## config.mk

```make
export PLATFORM = sky130hd
export DESIGN_NAME = queue_pop_stage
export DESIGN_NICKNAME = d
export VERILOG_FILES = /design/src/rtl/queue_pop_stage.sv
export SDC_FILE = /design/constraint.sdc
export NUM_CORES = 1
export LEC_CHECK = 0
export ABC_AREA = 1
export BUFFER_PORTS_ARGS = -buffer_cell sky130_fd_sc_hd__buf_4
export CORE_ASPECT_RATIO = 1.1
export CORE_UTILIZATION = 54
export CTS_BUF_LIST = sky130_fd_sc_hd__clkbuf_16
export CTS_CLUSTER_SIZE = 30
export DETAILED_ROUTE_END_ITERATION = 10
export PLACE_DENSITY = 0.86
export SYNTH_ARGS = -nofsm -noshare
export SYNTH_HDL_FRONTEND = slang
export SYNTH_SLANG_ARGS = --single-unit
```

## constraint.sdc

```tcl
create_clock -name clk -period 2.3 [get_ports clk]
set_clock_uncertainty 0.05 [all_clocks]
set_input_delay 0.115 -clock clk [delete_from_list [all_inputs] [get_ports clk]]
set_output_delay 0.115 -clock clk [all_outputs]
set_load 0.02 [all_outputs]
```

## src/rtl/queue_pop_stage.sv

```systemverilog
// Read-side pop stage: drains a register-file queue into a 2-entry (output + skid)
// registered valid/ready stream. Optional transfer counter via QUEUE_POP_STAGE_STATS_EN.
module queue_pop_stage #(
    parameter int unsigned W     = 32,
    parameter int unsigned CNT_W = 16
) (
    input  logic             clk,
    input  logic             arst,
    input  logic             i_q_empty_w,
    input  logic [W-1:0]     i_q_pop_dat,
    output logic             o_q_pop,
    input  logic             i_flush,
    output logic             o_valid,
    output logic [W-1:0]     o_dat,
    input  logic             i_ready
`ifdef QUEUE_POP_STAGE_STATS_EN
    ,
    output logic [CNT_W-1:0] o_xfer_cnt
`endif
);

    typedef enum logic [1:0] {
        S_EMPTY = 2'd0,
        S_ONE   = 2'd1,
        S_TWO   = 2'd2
    } state_e;

    state_e       state;
    logic [W-1:0] skid;
    logic         take;

    assign take    = o_valid & i_ready;
    assign o_q_pop = ~i_q_empty_w & ~i_flush & (state != S_TWO);

    always_ff @(posedge clk or posedge arst) begin
        if (arst) begin
            state   <= S_EMPTY;
            o_valid <= 1'b0;
            o_dat   <= '0;
            skid    <= '0;
        end else if (i_flush) begin
            // Data registers keep their contents; they are don't-care while invalid.
            state   <= S_EMPTY;
            o_valid <= 1'b0;
        end else begin
            unique case (state)
                S_EMPTY: begin
                    if (o_q_pop) begin
                        state   <= S_ONE;
                        o_valid <= 1'b1;
                        o_dat   <= i_q_pop_dat;
                    end
                end
                S_ONE: begin
                    if (o_q_pop && !take) begin
                        state <= S_TWO;
                        skid  <= i_q_pop_dat;
                    end else if (o_q_pop && take) begin
                        o_dat <= i_q_pop_dat;
                    end else if (take) begin
                        state   <= S_EMPTY;
                        o_valid <= 1'b0;
                    end
                end
                S_TWO: begin
                    if (take) begin
                        state <= S_ONE;
                        o_dat <= skid;
                    end
                end
                default: begin
                    state   <= S_EMPTY;
                    o_valid <= 1'b0;
                end
            endcase
        end
    end

`ifdef QUEUE_POP_STAGE_STATS_EN
    // Counts accepted transfers, including one accepted in a flush cycle.
    always_ff @(posedge clk or posedge arst) begin
        if (arst) begin
            o_xfer_cnt <= '0;
        end else if (take) begin
            o_xfer_cnt <= o_xfer_cnt + 1'b1;
        end
    end
`else
    logic [CNT_W-1:0] unused_cnt_w;
    assign unused_cnt_w = '0;
`endif

endmodule

```

# Word-level counts from Yosys, hierarchy flattened
# Cells that the tools add are included.
dict set report totals {
  word_cells 51
  in_bits 37
  register_bits 67
  output_inout_bits 34
}
dict set report classes {
  bitwise 5
  muxes 18
  n_eq_ne 15
  reduce_logical 9
}
# operator count
set ops {}
lappend ops {{2-to-1 mux 32 bit} 4}
lappend ops {{case mux 32 bit (3 select lines)} 1}
lappend ops {{!= test 3 bit (second input constant)} 5}
lappend ops {{2-to-1 mux 2 bit} 6}
lappend ops {{!= test 2 bit (second input constant)} 6}
lappend ops {{!= test 4 bit (second input constant)} 2}
lappend ops {{case mux 2 bit (3 select lines)} 1}
lappend ops {{AND reduction 6 bit} 1}
lappend ops {{2-to-1 mux 1 bit} 5}
lappend ops {{AND reduction 5 bit} 1}
lappend ops {{AND reduction 4 bit} 1}
lappend ops {{bitwise AND 1 bit} 3}
lappend ops {{case mux 1 bit (3 select lines)} 1}
lappend ops {{AND reduction 3 bit} 1}
lappend ops {{nonzero test 3 bit} 1}
lappend ops {{== test 2 x 1 -> 1 bit (second input constant)} 1}
lappend ops {{== test 2 bit (second input constant)} 1}
lappend ops {{logical AND 1 bit} 2}
lappend ops {{logical NOT 2 bit} 1}
lappend ops {{NOT 1 bit} 2}
lappend ops {{logical NOT 1 bit} 1}

# Depth between registers and ports, before layout
dict set report logic_depth {
  ltp_word 8
  mapped_depth 8
  ltp_nobuf 8
}

# Least setup slack after synthesis
# Ideal clock, no wire load.
dict set report synth_path {
  path_type {flip-flop to flip-flop}
  startpoint {register o_valid}
  endpoint {register skid[10]}
  period_less_slack_ns 1.488
  path_stages_with_launch 9
  setup_slack_ns 0.812
  t_arrival_ns 1.316
  setup_time_ns 0.122
  t_required_ns 2.128
  n_path_buf 2
  path_cell_list {dfrtp_1 -> nand2_1 -> nand2_1 -> nor2_2 -> nand2_1 -> buf_6 -> buf_2 -> nor2_1 -> a21oi_1}
}
dict set report synth_between {
  elab_chain_cells 4
}
# item line_no
set synth_rtl {}
lappend synth_rtl {{start: declaration} 13} ;# output logic o_valid,
lappend synth_rtl {{start signal: assignment} 38} ;# o_valid <= 1'b0;
lappend synth_rtl {{start signal: assignment} 44} ;# o_valid <= 1'b0;
lappend synth_rtl {{start signal: assignment} 50} ;# o_valid <= 1'b1;
lappend synth_rtl {{bitwise AND 1 bit} 32} ;# assign take = o_valid & i_ready;
lappend synth_rtl {{logical NOT 1 bit} 55} ;# if (o_q_pop && !take) begin
lappend synth_rtl {{logical AND 1 bit} 55}
lappend synth_rtl {{AND reduction 3 bit (no line)} n/a}
lappend synth_rtl {{end signal: assignment} 57} ;# skid <= i_q_pop_dat;
lappend synth_rtl {{end: declaration} 29} ;# logic [W-1:0] skid;
# Every way passes these cells.
# A chain may end at the register's enable or synchronous reset.

# Final worst setup path
dict set report layout_path {
  startpoint {register state[0]}
  endpoint {register o_dat[31]}
}
dict set report layout_between {
  elab_chain_cells 5
  word_cells_on_any_way 14
  classes_between {eq/ne: 7; mux: 1; bitwise: 1; reduce/logical: 5}
}
# item line_no
set layout_rtl {}
lappend layout_rtl {{start: declaration} 28} ;# state_e state;
lappend layout_rtl {{start signal: assignment} 37} ;# state <= S_EMPTY;
lappend layout_rtl {{start signal: assignment} 43} ;# state <= S_EMPTY;
lappend layout_rtl {{start signal: assignment} 49} ;# state <= S_ONE;
lappend layout_rtl {{!= test 2 bit} 33} ;# assign o_q_pop = ~i_q_empty_w & ~i_flush & (state != S_TWO);
lappend layout_rtl {{bitwise AND 1 bit} 33}
lappend layout_rtl {{logical AND 1 bit, on equally long branches} {58, 55}}
lappend layout_rtl {{!= test 2 bit (no line)} n/a}
lappend layout_rtl {{AND reduction 6 bit (no line)} n/a}
lappend layout_rtl {{end signal: assignment} 51} ;# o_dat <= i_q_pop_dat;
lappend layout_rtl {{end signal: assignment} 59} ;# o_dat <= i_q_pop_dat;
lappend layout_rtl {{end signal: assignment} 68} ;# o_dat <= skid;
lappend layout_rtl {{end: declaration} 14} ;# output logic [W-1:0] o_dat,
# Several ways; a longest one is shown, not always the timed one.

==> flow_summary.yaml <==
power_and_ir_drop:
  p_per_area_nw_per_um2: 1333
  p_sw_share_pct: 37.49
  p_sw_mw: 2.007
  p_int_mw: 3.346
  pwr-share-clk_pct: 23.8
  peakVddDrop_mv: 0.8675
  power.share.combinational_pct: 38.7
  p_leak_nw: 2.229
  share_seq_of_total_power_pct: 37.5
floorplan:
  io_pins: 71
  dieArea_sq_um: 6151
  initial_core_util_pct: 57.35
  die_h_microns: 82.16
  fp.dieW_microns: 74.87
  rows: 28
  core_area_sq_um: 5500
finish:
  drive_gt1_share_pct: 22.13
  final_cells: 536
  design_area_sq_um: 4015
  area_delta_synth_final_pct: 27.29
  final_common_cell: "nand2_1"
  mostFrequentLayoutCells: "nand2_1, buf_4, dfrtp_1, inv_1, nor2_1"
  fin_nets: 494
  final_util_pct: 73.00
  fillers: 431
  diodes: 0
clock_network:
  cts_sinks: 67
  clockRootBuffer: "clkbuf_16"
  insertion_delay_ns: 0.33
  path_clk_slew_ns: 0.05
  cts_buffers: 9
  cts_tree: "built"
  cts_buffer_depth: 2
  htree_levels: 3
grt:
  grt_max_degree: 65
  grt_pass1_wl_mm: 11.54
  grt_antenna_before_repair: 0
  grt_use_total_pct: 25.72
  grt_pass1_vias: 2568
  grt_overflow: 0
yosys:
  syn-num-nets: 423
  synth_top_area_share_pct: 53.15
  ys_types: 20
  avgSynthCellArea_sq_um: 8.172
  syn_inst: 386
  synth_top_area_cell: "dfrtp_1"
  seq_area_frac_synth_pct: 53.15
  ys_ff_latch: 67
  netlist_area_sq_um: 3154
  yosysWarnings: 0
  synthTopCellsByArea: "dfrtp_1, nand2_1, nand3_1, inv_1, nor2_1"
timing:
  hold_violations: 0
  period_minus_slack_ns: 1.817
  worst_pin_slew_ns: 0.7048
  clock.fmax_ghz: 0.5504
  finalSetupViolCount: 0
  rsz0062_at_grt: "false"
  postLayoutSetupSlackWorst_ns: 0.4833
  slew_violations: 0
  fin_setup_tns_ns: 0
  min_period_over_period_pct: 78.99
  slew-limit-headroom_pct: 52.95
setup_path:
  r2r-end: "o_dat[31]$_DFFE_PP0P_"
  ff2ff_setup_slack_ns: 0.48
  cp.arrival_ns: 1.97
  start_kind: "flip-flop"
  reg2reg_depth: 7
  worstSetupEndpoint: "o_dat[31]$_DFFE_PP0P_"
  worstPathRequired_ns: 2.46
  cp_max_fo: 32
  crit_start: "state[0]$_DFFE_PP0P_"
  cp-end-kind: "flip-flop"
  worstSetupPathType: "flip-flop to flip-flop"
  r2r-start: "state[0]$_DFFE_PP0P_"
place:
  place.gp.congestion: 0.8786
  place_area_sq_um: 3660
  dp_hpwl_mm: 4.599
  post-place-ws_ns: 0.5266
  placedCellCount: 513
  io_buffers: 70
routing:
  first_iter_violations: 185
  routed_wl_mm: 7.140
  drc: 0
  viasPerCell: 5.088
  postRouteAntennaNets: 0
  vias: 2727
  wl_per_cell_microns: 13.32
  dr.pass1.iters: 4
job:
  max_cap_violations: 0
worst_hold_path:
  hp-class: "primary input to flip-flop"
status:
  status: "complete, no violations"
## state kept, by name (all words and copies together), names as in the netlist
signal	flops
state	2
o_dat	32
skid	32
o_valid	1
## synth_stat cells
library cell,number
nand2_4,1
inv_1,38
inv_2,2
buf_6,8
nor2_1,36
nand3_1,35
o21ai_0,27
a21oi_1,26
o21ai_1,6
o21ai_2,1
dfrtp_1,67
clkbuf_1,3
nand2_2,1
buf_4,8
nand4_1,3
o21ai_4,1
nor2_2,1
nand2_1,112
buf_2,4
a21oi_2,6
## worst min-delay path by stage
| stage | from | end | cells past startpoint |
|---|---|---|---|
| final | i_q_pop_dat[8] | skid[8]$_DFFE_PP0P_ | 3 |
| after global routing | i_q_pop_dat[3] | skid[3]$_DFFE_PP0P_ | 3 |
| after CTS | i_q_pop_dat[3] | skid[3]$_DFFE_PP0P_ | 3 |
| after detailed placement | arst | o_valid$_DFFE_PP0P_ | 2 |
| after global placement | arst | state[1]$_DFFE_PP0P_ | 2 |
| after floorplan | i_q_pop_dat[24] | skid[24]$_DFFE_PP0P_ | 2 |
## per-stage QoR
step                      hold slack (ns)  total power [mW]
after floorplan                    0.2147             3.387
after detailed placement           0.2251             4.071
after global placement             0.2160             3.965
final                           0.0003268             5.353
after global routing              0.01353             5.698
after CTS                       0.0005125             5.392
## power by group through the flow
stage          combinational, mW  clock [mW]  sequential [mW]
2_1_floorplan               1.08           0             2.30
3_3_place_gp                1.97           0             1.99
3_5_place_dp                2.06           0             2.01
4_1_cts                     2.09        1.30             2.00
5_1_grt                     2.30        1.34             2.06
6_report                    2.07        1.27             2.01
## cell type report
class                   instances  area, sq um  area share, %
well taps                      75        93.84          2.337
clock buffers                   9        225.2          5.609
flip-flops and latches         67         1677          41.76
inverters                      40        150.1          3.739
multi-input cells             256         1151          28.67
clock inverters                 6        50.05          1.246
repair buffers                 83        668.1          16.64
## critical path: stages, from the launching register on
cell	delay [ns]
dfrtp_1	0.43
inv_2	0.08
nand2_2	0.09
nand2_2	0.08
o21ai_4	0.40
nand2_4	0.32
nand2_1	0.16
nand2_1	0.06
## cells by family after synthesis
group | after synthesis | synth area share [%]
simple gates | 189 | 24.51
flops | 67 | 53.15
compound gates | 67 | 11.82
buf+inv | 63 | 10.51
## per-layer routing
layer	up-vias	wire length (microns)	GRT usage (%)	share of wire (%)
li1	1358	-	-	-
met1	1249	2963	32.23	41
met2	104	3550	41.98	50
met3	16	475	7.039	6.7
met4	0	150	10.75	2.1
met5	-	0	0	0
## what timing repair did
item                                   in CTS  in global routing
resized for setup                           0                  0
buffers inserted                            0                  0
endpoints found under the hold margin      38                  1
hold buffers                                7                  1
Power figures use the tool's default switching activity.
